## src/rtl/enemy_spawn_scheduler_pkg.sv

```systemverilog
// Shared game-state codes, scheduler FSM encoding and pending-tick limit
// for the enemy spawn scheduler.
package enemy_spawn_scheduler_pkg;

   localparam logic [2:0] STATE_PLAY        = 3'b001;
   localparam logic [2:0] STATE_TITLE       = 3'b100;
   localparam logic [1:0] SPAWN_PENDING_MAX = 2'd3;

   typedef enum logic [1:0] {
      SCHED_IDLE  = 2'b00,
      SCHED_PICK  = 2'b01,
      SCHED_ISSUE = 2'b10
   } sched_state_t;

endpackage

```

## src/rtl/enemy_spawn_scheduler_arbiter.sv

```systemverilog
// Combinational first-free slot search starting at a round-robin pointer,
// wrapping past the last slot back to slot 0.
module slot_rr_arbiter
   import enemy_spawn_scheduler_pkg::*;
#(
   parameter int NUM_SLOTS = 8,
   parameter int IDX_W     = $clog2(NUM_SLOTS)
) (
   input  logic [NUM_SLOTS-1:0] slot_free,
   input  logic [IDX_W-1:0]     ptr,
   output logic [NUM_SLOTS-1:0] grant,
   output logic [IDX_W-1:0]     index,
   output logic                 found
);

   logic [IDX_W-1:0] cand_s;

   // Walk the slots from ptr onward and grant the first free one
   always_comb begin
      grant  = {NUM_SLOTS{1'b0}};
      index  = {IDX_W{1'b0}};
      found  = 1'b0;
      cand_s = {IDX_W{1'b0}};
      for (int i = 0; i < NUM_SLOTS; i++) begin
         cand_s = IDX_W'((int'(ptr) + i) % NUM_SLOTS);
         if (!found && slot_free[cand_s]) begin
            grant         = {NUM_SLOTS{1'b0}};
            grant[cand_s] = 1'b1;
            index         = cand_s;
            found         = 1'b1;
         end else begin
            found = found;
         end
      end
   end

endmodule

```

## src/rtl/enemy_spawn_scheduler.sv

```systemverilog
// Turns spawn-counter ticks into one-per-frame spawn commands: queues ticks,
// picks a free slot round-robin, clamps a PRBS X and hands off via valid/ready.
module enemy_spawn_scheduler
   import enemy_spawn_scheduler_pkg::*;
#(
   parameter int NUM_SLOTS = 8,
   parameter int X_W       = 10,
   parameter int X_MIN     = 16,
   parameter int X_MAX     = 608
) (
   input  logic                 clk,
   input  logic                 rst,
   input  logic                 enb,
   input  logic                 pixel_0_line_0,
   input  logic [2:0]           state,
   input  logic                 spawn_tick,
   input  logic [X_W-1:0]       prbs_val,
   input  logic [NUM_SLOTS-1:0] slot_busy,
   output logic                 spawn_valid,
   input  logic                 spawn_ready,
   output logic [NUM_SLOTS-1:0] spawn_slot,
   output logic [X_W-1:0]       spawn_x,
   output logic                 global_tick,
   output logic                 spawn_overflow
);

   localparam int             IDX_W    = $clog2(NUM_SLOTS);
   localparam logic [X_W-1:0] X_MIN_V  = X_W'(X_MIN);
   localparam logic [X_W-1:0] X_MAX_V  = X_W'(X_MAX);
   localparam logic [IDX_W-1:0] LAST_IDX = IDX_W'(NUM_SLOTS - 1);

   function automatic logic [X_W-1:0] clamp_x(input logic [X_W-1:0] v);
      logic [X_W-1:0] r;
      if (v < X_MIN_V) begin
         r = X_MIN_V;
      end else if (v > X_MAX_V) begin
         r = X_MAX_V;
      end else begin
         r = v;
      end
      return r;
   endfunction

   function automatic logic [IDX_W-1:0] next_ptr(input logic [IDX_W-1:0] i);
      logic [IDX_W-1:0] r;
      if (i == LAST_IDX) begin
         r = {IDX_W{1'b0}};
      end else begin
         r = i + IDX_W'(1);
      end
      return r;
   endfunction

   sched_state_t         fsm_r, fsm_nxt;
   logic [1:0]           pending_r, pending_nxt;
   logic [IDX_W-1:0]     rr_ptr_r, rr_ptr_nxt;
   logic [IDX_W-1:0]     idx_r, idx_nxt;
   logic                 tick_d_r;
   logic                 spawn_valid_r, spawn_valid_nxt;
   logic [NUM_SLOTS-1:0] spawn_slot_r, spawn_slot_nxt;
   logic [X_W-1:0]       spawn_x_r, spawn_x_nxt;
   logic                 global_tick_r, global_tick_nxt;
   logic                 overflow_r, overflow_nxt;

   logic                 play_s, tick_edge_s, inc_s, hs_s;
   logic [NUM_SLOTS-1:0] grant_s;
   logic [IDX_W-1:0]     grant_idx_s;
   logic                 found_s;

   slot_rr_arbiter #(
      .NUM_SLOTS (NUM_SLOTS),
      .IDX_W     (IDX_W)
   ) u_arb (
      .slot_free (~slot_busy),
      .ptr       (rr_ptr_r),
      .grant     (grant_s),
      .index     (grant_idx_s),
      .found     (found_s)
   );

   // Next-state, pending-count and output-register logic
   always_comb begin
      play_s      = (state == STATE_PLAY);
      tick_edge_s = spawn_tick & ~tick_d_r;
      inc_s       = tick_edge_s & enb & play_s;
      hs_s        = spawn_valid_r & spawn_ready;

      fsm_nxt         = fsm_r;
      pending_nxt     = pending_r;
      rr_ptr_nxt      = rr_ptr_r;
      idx_nxt         = idx_r;
      spawn_slot_nxt  = spawn_slot_r;
      spawn_x_nxt     = spawn_x_r;
      global_tick_nxt = 1'b0;
      overflow_nxt    = 1'b0;

      if (!play_s) begin
         // Leaving PLAY abandons any in-flight command outright
         fsm_nxt     = SCHED_IDLE;
         pending_nxt = 2'd0;
         rr_ptr_nxt  = {IDX_W{1'b0}};
      end else begin
         if (inc_s && hs_s) begin
            pending_nxt = pending_r;
         end else if (inc_s) begin
            if (pending_r == SPAWN_PENDING_MAX) begin
               overflow_nxt = 1'b1;
            end else begin
               pending_nxt = pending_r + 2'd1;
            end
         end else if (hs_s) begin
            pending_nxt = pending_r - 2'd1;
         end else begin
            pending_nxt = pending_r;
         end

         // The handshake completes even while enb is low
         if (hs_s) begin
            global_tick_nxt = 1'b1;
            rr_ptr_nxt      = next_ptr(idx_r);
            fsm_nxt         = SCHED_IDLE;
         end else if (!enb) begin
            fsm_nxt = fsm_r;
         end else begin
            case (fsm_r)
               SCHED_IDLE: begin
                  if (pixel_0_line_0 && (pending_r != 2'd0)) begin
                     fsm_nxt = SCHED_PICK;
                  end else begin
                     fsm_nxt = SCHED_IDLE;
                  end
               end
               SCHED_PICK: begin
                  if (found_s) begin
                     spawn_slot_nxt = grant_s;
                     idx_nxt        = grant_idx_s;
                     spawn_x_nxt    = clamp_x(prbs_val);
                     fsm_nxt        = SCHED_ISSUE;
                  end else begin
                     fsm_nxt = SCHED_IDLE;
                  end
               end
               SCHED_ISSUE: fsm_nxt = SCHED_ISSUE;
               default:     fsm_nxt = SCHED_IDLE;
            endcase
         end
      end

      spawn_valid_nxt = (fsm_nxt == SCHED_ISSUE);
   end

   // State and output registers with synchronous reset
   always_ff @(posedge clk) begin
      if (rst) begin
         fsm_r         <= SCHED_IDLE;
         pending_r     <= 2'd0;
         rr_ptr_r      <= {IDX_W{1'b0}};
         idx_r         <= {IDX_W{1'b0}};
         tick_d_r      <= 1'b0;
         spawn_valid_r <= 1'b0;
         spawn_slot_r  <= {NUM_SLOTS{1'b0}};
         spawn_x_r     <= X_MIN_V;
         global_tick_r <= 1'b0;
         overflow_r    <= 1'b0;
      end else begin
         fsm_r         <= fsm_nxt;
         pending_r     <= pending_nxt;
         rr_ptr_r      <= rr_ptr_nxt;
         idx_r         <= idx_nxt;
         tick_d_r      <= spawn_tick;
         spawn_valid_r <= spawn_valid_nxt;
         spawn_slot_r  <= spawn_slot_nxt;
         spawn_x_r     <= spawn_x_nxt;
         global_tick_r <= global_tick_nxt;
         overflow_r    <= overflow_nxt;
      end
   end

   assign spawn_valid    = spawn_valid_r;
   assign spawn_slot     = spawn_slot_r;
   assign spawn_x        = spawn_x_r;
   assign global_tick    = global_tick_r;
   assign spawn_overflow = overflow_r;

endmodule

```

## config.mk

```make
export PLATFORM = sky130hd
export DESIGN_NAME = enemy_spawn_scheduler
export DESIGN_NICKNAME = d
export VERILOG_FILES = /design/src/rtl/enemy_spawn_scheduler_pkg.sv /design/src/rtl/enemy_spawn_scheduler_arbiter.sv /design/src/rtl/enemy_spawn_scheduler.sv
export SDC_FILE = /design/constraint.sdc
export NUM_CORES = 1
export LEC_CHECK = 0
export ABC_AREA = 1
export BUFFER_PORTS_ARGS = -buffer_cell sky130_fd_sc_hd__buf_2
export CAP_MARGIN = 20
export CELL_PAD_IN_SITES_DETAIL_PLACEMENT = 1
export CELL_PAD_IN_SITES_GLOBAL_PLACEMENT = 1
export CORE_MARGIN = 5
export CORE_UTILIZATION = 39
export CTS_CLUSTER_DIAMETER = 200
export CTS_CLUSTER_SIZE = 30
export DETAILED_ROUTE_END_ITERATION = 7
export PLACE_DENSITY_LB_ADDON = 0.1
export SLEW_MARGIN = 20
export SYNTH_ARGS = -nofsm -noshare
export SYNTH_HDL_FRONTEND = slang
export SYNTH_HIERARCHICAL = 1
export SYNTH_SLANG_ARGS = --single-unit
```

## constraint.sdc

```tcl
create_clock -name clk -period 3.6 [get_ports clk]
set_clock_uncertainty 0.15 [all_clocks]
set_input_delay 0.72 -clock clk [delete_from_list [all_inputs] [get_ports clk]]
set_output_delay 0.72 -clock clk [all_outputs]
set_load 0.01 [all_outputs]
```

# Yosys cells after proc, flatten, opt, wreduce, memory -nomap -nowiden
# Index checks and enable logic that the tools add are counted.
[totals] inputBits=27 reg_bits=32
[classes] reduce_logical=31 mux=70 n_bitwise=10 addsub=10 eq_ne=7 n_lt_le_gt_ge=18
[op_table] cell="$mux 8" n=8
[op_table] cell="$lt 3x4->1 const B" n=8
[op_table] cell="$mux 1" n=27
[op_table] cell="$mux 3" n=9
[op_table] cell="$bmux 1 s3" n=8
[op_table] cell="$demux 1 s3" n=8
[op_table] cell="$ge 3x1->1 const B" n=8
[op_table] cell="$mux 10" n=2
[op_table] cell="$logic_and 1x1->1" n=17
[op_table] cell="$mux 2" n=7
[op_table] cell="$add 3x3->3 const B" n=4
[op_table] cell="$gt 10x10->1 const B" n=1
[op_table] cell="$lt 10x5->1 const B" n=1
[op_table] cell="$not 8->8" n=1
[op_table] cell="$logic_not 1->1" n=7
[op_table] cell="$add 3x1->3 const B" n=2
[op_table] cell="$add 3x2->3 const B" n=2
[op_table] cell="$eq 2x2->1 const B" n=3
[op_table] cell="$pmux 2 s3" n=1
[op_table] cell="$not 1->1" n=5
[op_table] cell="$reduce_and 5->1" n=1
[op_table] cell="$and 1x1->1" n=4
[op_table] cell="$reduce_bool 2->1" n=2
[op_table] cell="$reduce_or 4->1" n=1
[op_table] cell="9 further kinds" n=9

# Logic depth before layout (Yosys ltp)
# Gate-level depths: netlist of the first run.
[logic_depth] depth_word=31 depth_mapped=22

# Hierarchy
# Netlist of the first run, hierarchy kept.
[by_module_without_submodules] mod="slot_rr_arbiter" area_per_inst_um2=1530.2 n_inst=1 cells_per_inst=301
[by_module_without_submodules] mod="enemy_spawn_scheduler" area_per_inst_um2=1423.9 n_inst=1 cells_per_inst=197

# Worst setup path after synthesis of the first run
# Ideal clock, no wire load.
[synth_timing] kind="reg2reg" start="reg rr_ptr_r[0]" end="reg spawn_x_r[7] (netlist: spawn_x[7])" setup_time_ns=0.117 n_path_buf=5 t_required_ns=3.333 path_slack_ns=0.452 arrival_time_ns=2.881 synth_period_minus_slack_ns=3.148 stages_incl_launch_ff=22 cell_sequence="dfxtp_1 > buf_4 > inv_4 > buf_6 > clkbuf_1 > ha_1 > inv_1 > nand3_2 > nand3_1 > nand2_2 > nor2_4 > nand4_4 > nor2_4 > buf_4 > nand3b_1 > nand2_1 > nor2_4 > nand2_4 > inv_4 > buf_8 > o21ai_0 > nor2_1"
[synth_via] elab_chain_len=25 word_cells_on_any_way=46 classes_between="7 x add/sub; 24 x mux; 15 x reduce/logical"
[synth_lines] element="start, declared" line_no="enemy_spawn_scheduler.sv:56" rtl="logic [IDX_W-1:0] rr_ptr_r, rr_ptr_nxt;"
[synth_lines] element="start signal, assigned" line_no="enemy_spawn_scheduler.sv:157" rtl="rr_ptr_r <= {IDX_W{1'b0}};"
[synth_lines] element="start signal, assigned" line_no="enemy_spawn_scheduler.sv:168" rtl="rr_ptr_r <= rr_ptr_nxt;"
[synth_lines] element="parallel branches: the longest is 23 deep, another holds $add 3x1->3"
[synth_lines] element="$mux 1 *" line_no="enemy_spawn_scheduler_arbiter.sv:26" rtl="if (!found && slot_free[cand_s]) begin"
[synth_lines] element="net found_s" line_no="enemy_spawn_scheduler.sv:68" rtl="logic found_s;"
[synth_lines] element="$reduce_and 5->1 (no source line) *"
[synth_lines] element="end signal, assigned" line_no="enemy_spawn_scheduler.sv:173" rtl="spawn_x_r <= spawn_x_nxt;"
[synth_lines] element="end, declared" line_no="enemy_spawn_scheduler.sv:61" rtl="logic [X_W-1:0] spawn_x_r, spawn_x_nxt;"
# Mark *: on every way through the listed nets, which the timed path passes. The select of a mux whose other input is x is not followed.
# A chain may end at the register's enable or synchronous reset.

# Worst setup path in the final report of the first run
[layout_timing] start="reg rr_ptr_r[0]" end="reg spawn_x_r[8] (netlist: spawn_x[8])"
# Same word-level chain as after synthesis.

==> reports/results.txt, run 1 <==
# rows = 31
CP max FO = 25
CP startpoint = rr_ptr_r[0]
R2R Path Start = rr_ptr_r[0]
Drt drc = 0
I/O Pins = 48
CP endpoint = spawn_x[8]
Critical Path RT = 3.62 ns
All-Layer GR Usage = 19.7%
Max incr delay on CP = 0.48 ns
Crit-path most repeated cell = nor2_4
Layout cells sized above 1 = 18.5%
Post-Route Setup TNS = 0 ns
First-pass GRT wire length = 15700 um
Initial Util = 40.3%
DP HPWL = 7290 um
Area Growth Syn to Fin = 11.6%
# clock sinks = 32
Syn Inst Count = 498
Clock Tree Buf Depth = 2
Via-to-Cell Ratio = 5.21
ANT cells = 0
Post-synthesis sequential area ratio = 21.7%
Initial antenna violation count = 0
TritonCTS clock tree = yes
CP startpoint kind = flop
Fin. max-slew vios = 0
RSZ-0062 raised after global routing = no
Final period util = 87.2%
Avg Cell Area, Syn = 5.93 um2
Vias = 3306
Die Ht = 97.0 um
Pin count of the biggest net entering global routing = 26
Synth warnings = 6
WP buf/inv = 3
Die area = 0.00941 mm2
PD cells = 225 mW/mm2
Netlist cell types = 34
Setup crit end kind = flop
Relative slew slack = 69.7%
Hold Path Class = flop to flop
Peak VDD IR = 0.130 mV
# nets final = 570
Flop2flop setup slack = 0.46 ns
Final setup fails = 0
Syn_nets = 533
# Post-CTS Setup Buffers = 0
Overflow after GRT = 0
Fin crit period = 3.14 ns
Worst path depth = 16
Routed Antenna Nets = 0
Cell area after layout = 0.00330 mm2
Crit Path Category = flop to flop
Wire per inst = 14.5 um
Mapped cell area = 0.00295 mm2
Critical Path Slowest Stage Cell = dfxtp_2
Core area = 0.00733 mm2
Root Buffer = clkbuf_8
Placer Congestion = 0.901
Largest delay contributor family on the critical path = simple AND/OR/NAND/NOR gates
Worst-path clk slew = 0.06 ns
Maximum level of the CTS H-tree = 2
Clk_lat worst skew = 0.28 ns
Placed cell areas = 0.00321 mm2
Hold Fails Final Rpt = 0
Vias in the first global route = 3322
Slew @ Worst Pin = 0.453 ns
TritonCTS buffer count = 5
Crit Reg-Reg Endpoint = spawn_x[8]
Worst-path cell chain = inv_4, ha_1, inv_1, nand3_2, nand3_1, nand2_2, nor2_4, nand4_4, nor2_4, nand3b_1, nand2_1, nor2_4, nand2_4, inv_4, o21ai_0, nor2_1
Run status = completed
Static leakage = 0.00159 uW
Yosys reg bits = 32
IO buf count = 47
Die X = 97.0 um
Max Clock Freq = 318 MHz
DRT Wirelength = 9190 um
R2R cell count = 16
Max_cap viols = 0
Hold buffer count at CTS = 0
First-pass iteration count of the detailed router = 4
First-iteration detailed-routing DRC count = 161
Crit path arrival time = 3.16 ns
==> synth_stat cells, drive strengths merged <==
cell | number | area, um2
nand2 | 105 | 432
nor2 | 96 | 395
nand3 | 90 | 485
inv | 57 | 224
dfxtp | 32 | 641
nor3 | 28 | 140
buf | 20 | 148
o21ai | 20 | 100
nand4 | 14 | 103
a21oi | 11 | 58.8
ha | 8 | 100
clkbuf | 5 | 18.8
a31oi | 3 | 33.8
o21bai | 2 | 15.0
or2 | 2 | 15.0
a21boi | 1 | 7.51
and2 | 1 | 6.26
nand3b | 1 | 7.51
nor3b | 1 | 7.51
xnor2 | 1 | 16.3
==> cells in the final DEF, fill, tap and decap left out, drive strengths merged, types with 2 or more instances in the layout <==
master  instances
nand2         105
nor2           96
nand3          90
inv            57
buf            55
dfxtp          32
nor3           28
o21ai          20
nand4          14
a21oi          11
ha              8
clkbuf          8
a31oi           3
o21bai          2
or2             2
==> layer usage <==
layer / routed length (um) / share of wire, % / up-vias / GRT usage [%]
met5: 0 / 0 / - / 0
met4: 139 / 1.5 / 0 / 4.32
met3: 297 / 3.2 / 16 / 2.88
met2: 4440 / 48 / 55 / 32.8
met1: 4320 / 47 / 1539 / 26.9
li1: - / - / 1696 / -
==> tightest hold or removal path: stages, from the launching register on <==
cell and delay, ns:
dfxtp_1 0.31, nand2_1 0.06, a21oi_1 0.06
==> worst min path at each step <==
stage / startpoint / end / cells after the start
final: spawn_x[6] / spawn_x[6] / 2
after global routing: spawn_x[6] / spawn_x[6] / 2
after CTS: spawn_x[9] / spawn_x[9] / 2
after detailed placement: spawn_x[9] / spawn_x[9] / 2
after global placement: spawn_x[5] / spawn_x[5] / 2
after floorplan: idx_r[1] / idx_r[1] / 2
==> cell families after synthesis <==
| group | synth area share (%) |
|---|---|
| AO/OA/AOI/OAI | 7.29 |
| XOR/XNOR | 0.551 |
| adder cells (fa/ha/maj) | 3.39 |
| buffers and inverters | 13.2 |
| flip-flops | 21.7 |
| AND/OR/NAND/NOR | 53.9 |
==> power by group <==
part	internal (uW)	leakage [uW]	switching [uW]
clock network	156	0.0000455	129
logic	33.5	0.00128	69.8
registers	355	0.000258	0.163
total	544	0.00159	199
==> what timing repair did <==
item | CTS | global route
gates resized for setup | 0 | 1
setup endpoints to repair | 0 | 7
endpoints found under the hold margin | 0 | 0
==> final cells by class <==
type,instances,area (um2)
Clock buffer,8,90.1
Tap cell,99,124
Inverter,57,224
Fill cell,1031,4030
Sequential cell,32,642
Timing Repair Buffer,55,295
Multi-Input combinational cell,384,1920
==> stage by stage <==
step	utilization, %	hold WS (ns)	power [uW]	std cells	setup WS (ns)
floorplan	-	0.308	432	498	0.452
global placement	43.7	0.307	463	627	0.419
detailed placement	43.7	0.314	465	627	0.284
CTS	45.0	0.324	753	635	0.273
global route	45.0	0.345	784	635	0.143
finish	45.0	0.323	743	635	0.459
==> registers in the layout (all words and copies together) (netlist names) <==
name            count
spawn_slot          8
rr_ptr_r            3
idx_r               3
spawn_valid         1
spawn_overflow      1
tick_d_r            1
pending_r           2
fsm_r               2
global_tick         1
spawn_x            10
No activity file was read; power rests on OpenSTA's default activity.
==> run 2, diff against run 1 <==
- CELL_PAD_IN_SITES_DETAIL_PLACEMENT: 1 -> default
- CELL_PAD_IN_SITES_GLOBAL_PLACEMENT: 1 -> default
- CORE_UTILIZATION: 39 -> 40
- PLACE_DENSITY_LB_ADDON: 0.1 -> default
==> reports/results.txt, run 2 (same netlist as run 1, synthesis figures left out) <==
First-iteration detailed-routing DRC count = 220 (+37%)
Commonest non-fill, non-tap cell in the layout = nand2_1
Routed Antenna Nets = 0 (unchanged)
Drt drc = 0 (unchanged)
TritonCTS clock tree = yes
PD cells = 223 mW/mm2 (-0.92%)
# rows = 31 (unchanged)
Maximum level of the CTS H-tree = 2 (unchanged)
I/O Pins = 48 (unchanged)
Die X = 95.9 um (-1.1%)
Initial Util = 40.9% (+0.65 points)
Vias in the first global route = 2916 (-12%)
Final period util = 86.6% (-0.64 points)
IO buf count = 47 (unchanged)
Die Ht = 95.9 um (-1.1%)
Fin. max-slew vios = 0 (unchanged)
Clk_lat worst skew = 0.27 ns (about the same)
Wire per inst = 13.0 um (-9.9%)
Fin crit period = 3.12 ns (-0.0230 ns)
Comb pwr share = 13.8% (about the same)
Internal power = 543 uW (-0.13%)
Placer Congestion = 0.899 (-0.14%)
Die area = 0.00920 mm2 (-2.2%)
Layout cells sized above 1 = 18.3% (-0.15 points)
Initial antenna violation count = 0 (unchanged)
DRT Wirelength = 8270 um (-10%)
Relative slew slack = 68.4% (-1.2 points)
ANT cells = 0 (unchanged)
Core area = 0.00721 mm2 (-1.6%)
Area Growth Syn to Fin = 11.4%
Run status = completed
CP max FO = 25 (unchanged)
Root Buffer = clkbuf_8
Setup crit end kind = flop
TritonCTS buffer count = 5 (unchanged)
Overflow after GRT = 0 (unchanged)
Max Clock Freq = 321 MHz (+0.74%)
Switching power = 191 uW (-3.9%)
Hold Path Class = flop to flop
R2R Path Start = rr_ptr_r[0]
Crit Path Category = flop to flop
First-pass iteration count of the detailed router = 5 (+1)
Vias = 3289 (-0.51%)
Layout fillers = 809 (-22%)
Finished Core Util = 45.6% (+0.62 points)
First-pass GRT wire length = 13600 um (-14%)
Via-to-Cell Ratio = 5.19 (-0.36%)
# clock sinks = 32 (unchanged)
Beginning of the worst hold path = spawn_x[6]
CP startpoint = rr_ptr_r[0]
# nets final = 569 (-0.18%)
Slew @ Worst Pin = 0.473 ns (+0.0204 ns)
DP HPWL = 6360 um (-13%)
Max_cap viols = 0 (unchanged)
Peak VDD IR = 0.143 mV (+10%)
Max FFs per register = 10 (unchanged)
All-Layer GR Usage = 18.4% (-1.4 points)
Commonest non-fill, non-tap cells in the layout = 96 x nand2_1, 90 x nor2_1, 83 x nand3_1, 48 x inv_1, 47 x buf_2
Hold Fails Final Rpt = 0 (unchanged)
Post-Route Setup TNS = 0 ns (unchanged)
Clock Tree Buf Depth = 2 (unchanged)
RSZ-0062 raised after global routing = no
Worst-path clk slew = 0.07 ns (about the same)
Crit path arrival time = 3.14 ns (-0.02 ns)
Critical Path RT = 3.62 ns (about the same)
Reg power frac = 48.3% (+0.5 points)
Clk pwr share = 37.9% (-0.4 points)
Final setup fails = 0 (unchanged)
Pin count of the biggest net entering global routing = 26 (unchanged)
Static leakage = 0.00158 uW (-0.30%)
Net Sw Frac = 26.0% (-0.75 points)
CP startpoint kind = flop
-- run 2: timing repair --
item                                    in CTS  in global routing
endpoints found under the setup margin       0                  2
resized for setup                            0                  1
buffers inserted                             0                  0
hold buffers                                 0                  0
-- run 2: per-stage QoR --
| stage | hold WS (ns) | total power [uW] | instances | worst slack, ns | cell area (um2) |
|---|---|---|---|---|---|
| floorplan | 0.308 | 432 | 498 | 0.452 | 2950 |
| global placement | 0.309 | 462 | 626 | 0.420 | 3200 |
| detailed placement | 0.307 | 463 | 626 | 0.278 | 3200 |
| CTS | 0.317 | 745 | 634 | 0.278 | 3290 |
| global route | 0.347 | 771 | 634 | 0.119 | 3290 |
| finish | 0.314 | 734 | 634 | 0.482 | 3290 |
-- run 2: final timing paths --
path                 to  slack [ns]  depth (start not counted)
min reg2reg  spawn_x[6]        0.31                          2
min          spawn_x[6]        0.31                          2
max          spawn_x[8]        0.48                         16
max reg2reg  spawn_x[8]        0.48                         16
-- run 2: per-layer routing --
layer  global-route usage [%]  part of all wire, %  vias up
li1                         -                    -     1690
met1                     26.0                   47     1478
met2                     29.4                   47      113
met3                     2.66                  5.2        8
met4                     4.03                 0.77        0
met5                        0                    0        -
-- run 2: critical path: stages (launching register included) --
cell,delay (ns)
dfxtp_2,0.48
inv_4,0.16
ha_1,0.39
inv_1,0.16
nand3_1,0.14
nand2_1,0.10
nor2_1,0.06
a31oi_4,0.33
inv_2,0.08
nor2_4,0.12
nand3b_1,0.09
nand2_1,0.11
nor2_4,0.06
nand2_4,0.18
inv_4,0.14
o21ai_0,0.17
nor2_1,0.06
-- run 2: power by group through the flow --
stage                     combinational (uW)  clock (uW)  sequential [uW]
after global routing                     113         304              354
final                                    102         278              355
after detailed placement                 100           0              363
after global placement                  99.6           0              363
after floorplan                         69.4           0              363
after CTS                                100         289              355
-- run 2: area by class of cell --
cell class                      count  area [um2]  share of cell area, %
Clock buffer                        8        90.1                   2.74
Inverter                           57         224                   6.81
Multi-Input combinational cell    384        1920                   58.4
Sequential cell                    32         642                   19.5
Tap cell                           99         124                   3.76
Timing Repair Buffer               54         288                   8.75
==> run 3, diff against run 2 <==
- CORE_MARGIN: 5 -> 2
- TNS_END_PERCENT: default -> 100
==> reports/results.txt, run 3 (same netlist as run 1, synthesis figures left out) <==
Final setup fails = 0 (unchanged)
Comb pwr share = 13.6% (-0.2 points)
Via-to-Cell Ratio = 5.15 (-0.63%)
Reg power frac = 47.7% (-0.6 points)
# rows = 31 (unchanged)
Crit path arrival time = 3.15 ns (about the same)
Die area = 0.00809 mm2 (-12%)
I/O Pins = 48 (unchanged)
Layout cells sized above 1 = 18.7% (+0.41 points)
Root Buffer = clkbuf_8
Routed Antenna Nets = 0 (unchanged)
Fin crit period = 3.12 ns (+0.00209 ns)
Fin. max-slew vios = 0 (unchanged)
Wire per inst = 12.9 um (-1.2%)
RSZ-0062 raised after global routing = no
Switching power = 204 uW (+6.6%)
Hold buffer count at CTS = 0 (unchanged)
# nets final = 568 (-0.18%)
CP startpoint kind = flop
First-iteration detailed-routing DRC count = 211 (-4.1%)
Max FFs per register = 10 (unchanged)
Finished Core Util = 45.6% (-0.052 points)
DRT Wirelength = 8160 um (-1.3%)
Initial antenna violation count = 0 (unchanged)
Crit Path Category = flop to flop
Placed cell areas = 0.00319 mm2 (-0.23%)
Final period util = 86.7% (about the same)
Hold Fails Final Rpt = 0 (unchanged)
Commonest non-fill, non-tap cells in the layout = 96 x nand2_1, 90 x nor2_1, 83 x nand3_1, 48 x inv_1, 47 x buf_2
Placer Congestion = 0.891 (-0.90%)
Internal power = 540 uW (-0.64%)
Static leakage = 0.00158 uW (about the same)
Die Ht = 89.9 um (-6.3%)
Drt drc = 0 (unchanged)
Relative slew slack = 68.7% (+0.32 points)
Critical Path RT = 3.63 ns (about the same)
Clk pwr share = 38.7% (+0.8 points)
Peak VDD IR = 0.172 mV (+20%)
Max incr delay on CP = 0.49 ns (about the same)
Setup crit end kind = flop
Max_cap viols = 0 (unchanged)
Run status = completed
# clock sinks = 32 (unchanged)
Worst-path clk slew = 0.07 ns (about the same)
ANT cells = 0 (unchanged)
First-pass iteration count of the detailed router = 5 (unchanged)
Clk_lat worst skew = 0.28 ns (about the same)
Net Sw Frac = 27.4% (+1.4 points)
Vias = 3263 (-0.79%)
Hold Path Class = flop to flop
Die X = 89.9 um (-6.3%)
TritonCTS buffer count = 5 (unchanged)
Commonest non-fill, non-tap cell in the layout = nand2_1
Core area = 0.00721 mm2 (unchanged)
Pin count of the biggest net entering global routing = 26 (unchanged)
Clock Tree Buf Depth = 2 (unchanged)
Worst setup margin = 0.480 ns (-0.00209 ns)
Worst slack, placed = 0.311 ns (+0.0329 ns)
TritonCTS clock tree = yes
CTS resizes = 0 (unchanged)
DP HPWL = 6170 um (-3.1%)
PD cells = 226 mW/mm2 (+1.4%)
Slew @ Worst Pin = 0.468 ns (-0.00483 ns)
Max Clock Freq = 321 MHz (about the same)
Maximum level of the CTS H-tree = 2 (unchanged)
First-pass GRT wire length = 13700 um (+1.2%)
Post-Route Setup TNS = 0 ns (unchanged)
Initial Util = 40.9% (unchanged)
Overflow after GRT = 0 (unchanged)
Vias in the first global route = 2947 (+1.1%)
Area Growth Syn to Fin = 11.3%
IO buf count = 47 (unchanged)
Worst-path cell chain = inv_2, ha_1, inv_1, nand3_1, nand2_1, nor2_1, a31oi_4, inv_2, nor2_4, nand3b_1, nand2_1, nor2_4, nand2_4, inv_4, o21ai_0, nor2_1
Cell area after layout = 0.00329 mm2 (-0.11%)
Critical Path Slowest Stage Cell = dfxtp_2
CP max FO = 21 (-16%)
All-Layer GR Usage = 20.3% (+2.0 points)
# Post-CTS Setup Buffers = 0 (unchanged)
Layout fillers = 809 (unchanged)
[run 3: cell count changes in the layout (fill, tap and decap cells not counted), sizes merged]
cell    before  now
clkinv       0    2
clkbuf       8    6
buf         54   53
[run 3: power groups by stage]
stage               clock [uW]  combinational [uW]  sequential, uW
finish                     288                 101             355
global route               314                 113             354
CTS                        297                99.8             355
detailed placement           0                99.6             363
global placement             0                99.5             363
floorplan                    0                69.4             363
[run 3: critical path, delay by kind of cell (launching register included)]
family | cells | cell delay, ns
DFF | 1 | 0.49
and+or+nand+nor | 9 | 0.94
buffers and inverters | 4 | 0.53
AOI/OAI and AO/OA | 2 | 0.50
adders and majority gates | 1 | 0.37
[run 3: path summary, 6_finish.rpt]
check / cells after the start / to / slack [ns] / startpoint
hold reg to reg: 2 / spawn_x[5] / 0.31 / spawn_x[5]
setup reg to reg: 16 / spawn_x[7] / 0.48 / rr_ptr_r[1]
setup / recovery: 16 / spawn_x[7] / 0.48 / rr_ptr_r[1]
hold / removal: 2 / spawn_x[5] / 0.31 / spawn_x[5]
[run 3: area by class of cell]
type                    count  area (um2)  area share [%]
multi-input cells         384        1920            58.5
flip-flops and latches     32         643            19.6
repair buffers             53         280            8.53
inverters                  57         224            6.81
well taps                  99         124            3.77
clock buffers               6        82.6            2.51
clock inverters             2        10.0           0.305
[run 3: routing by layer]
metal | up-vias | GRT usage (%) | wire (um)
li1 | 1694 | - | -
met1 | 1453 | 28.2 | 3850
met2 | 100 | 32.0 | 3780
met3 | 16 | 3.69 | 381
met4 | 0 | 6.79 | 156
met5 | - | 0 | 0
[run 3: through the flow]
| stage | total power, uW | cells | hold WS (ns) |
|---|---|---|---|
| 2_1_floorplan | 432 | 498 | 0.308 |
| 3_3_place_gp | 462 | 625 | 0.309 |
| 3_5_place_dp | 462 | 625 | 0.307 |
| 4_1_cts | 751 | 633 | 0.319 |
| 5_1_grt | 781 | 633 | 0.341 |
| 6_report | 743 | 633 | 0.314 |
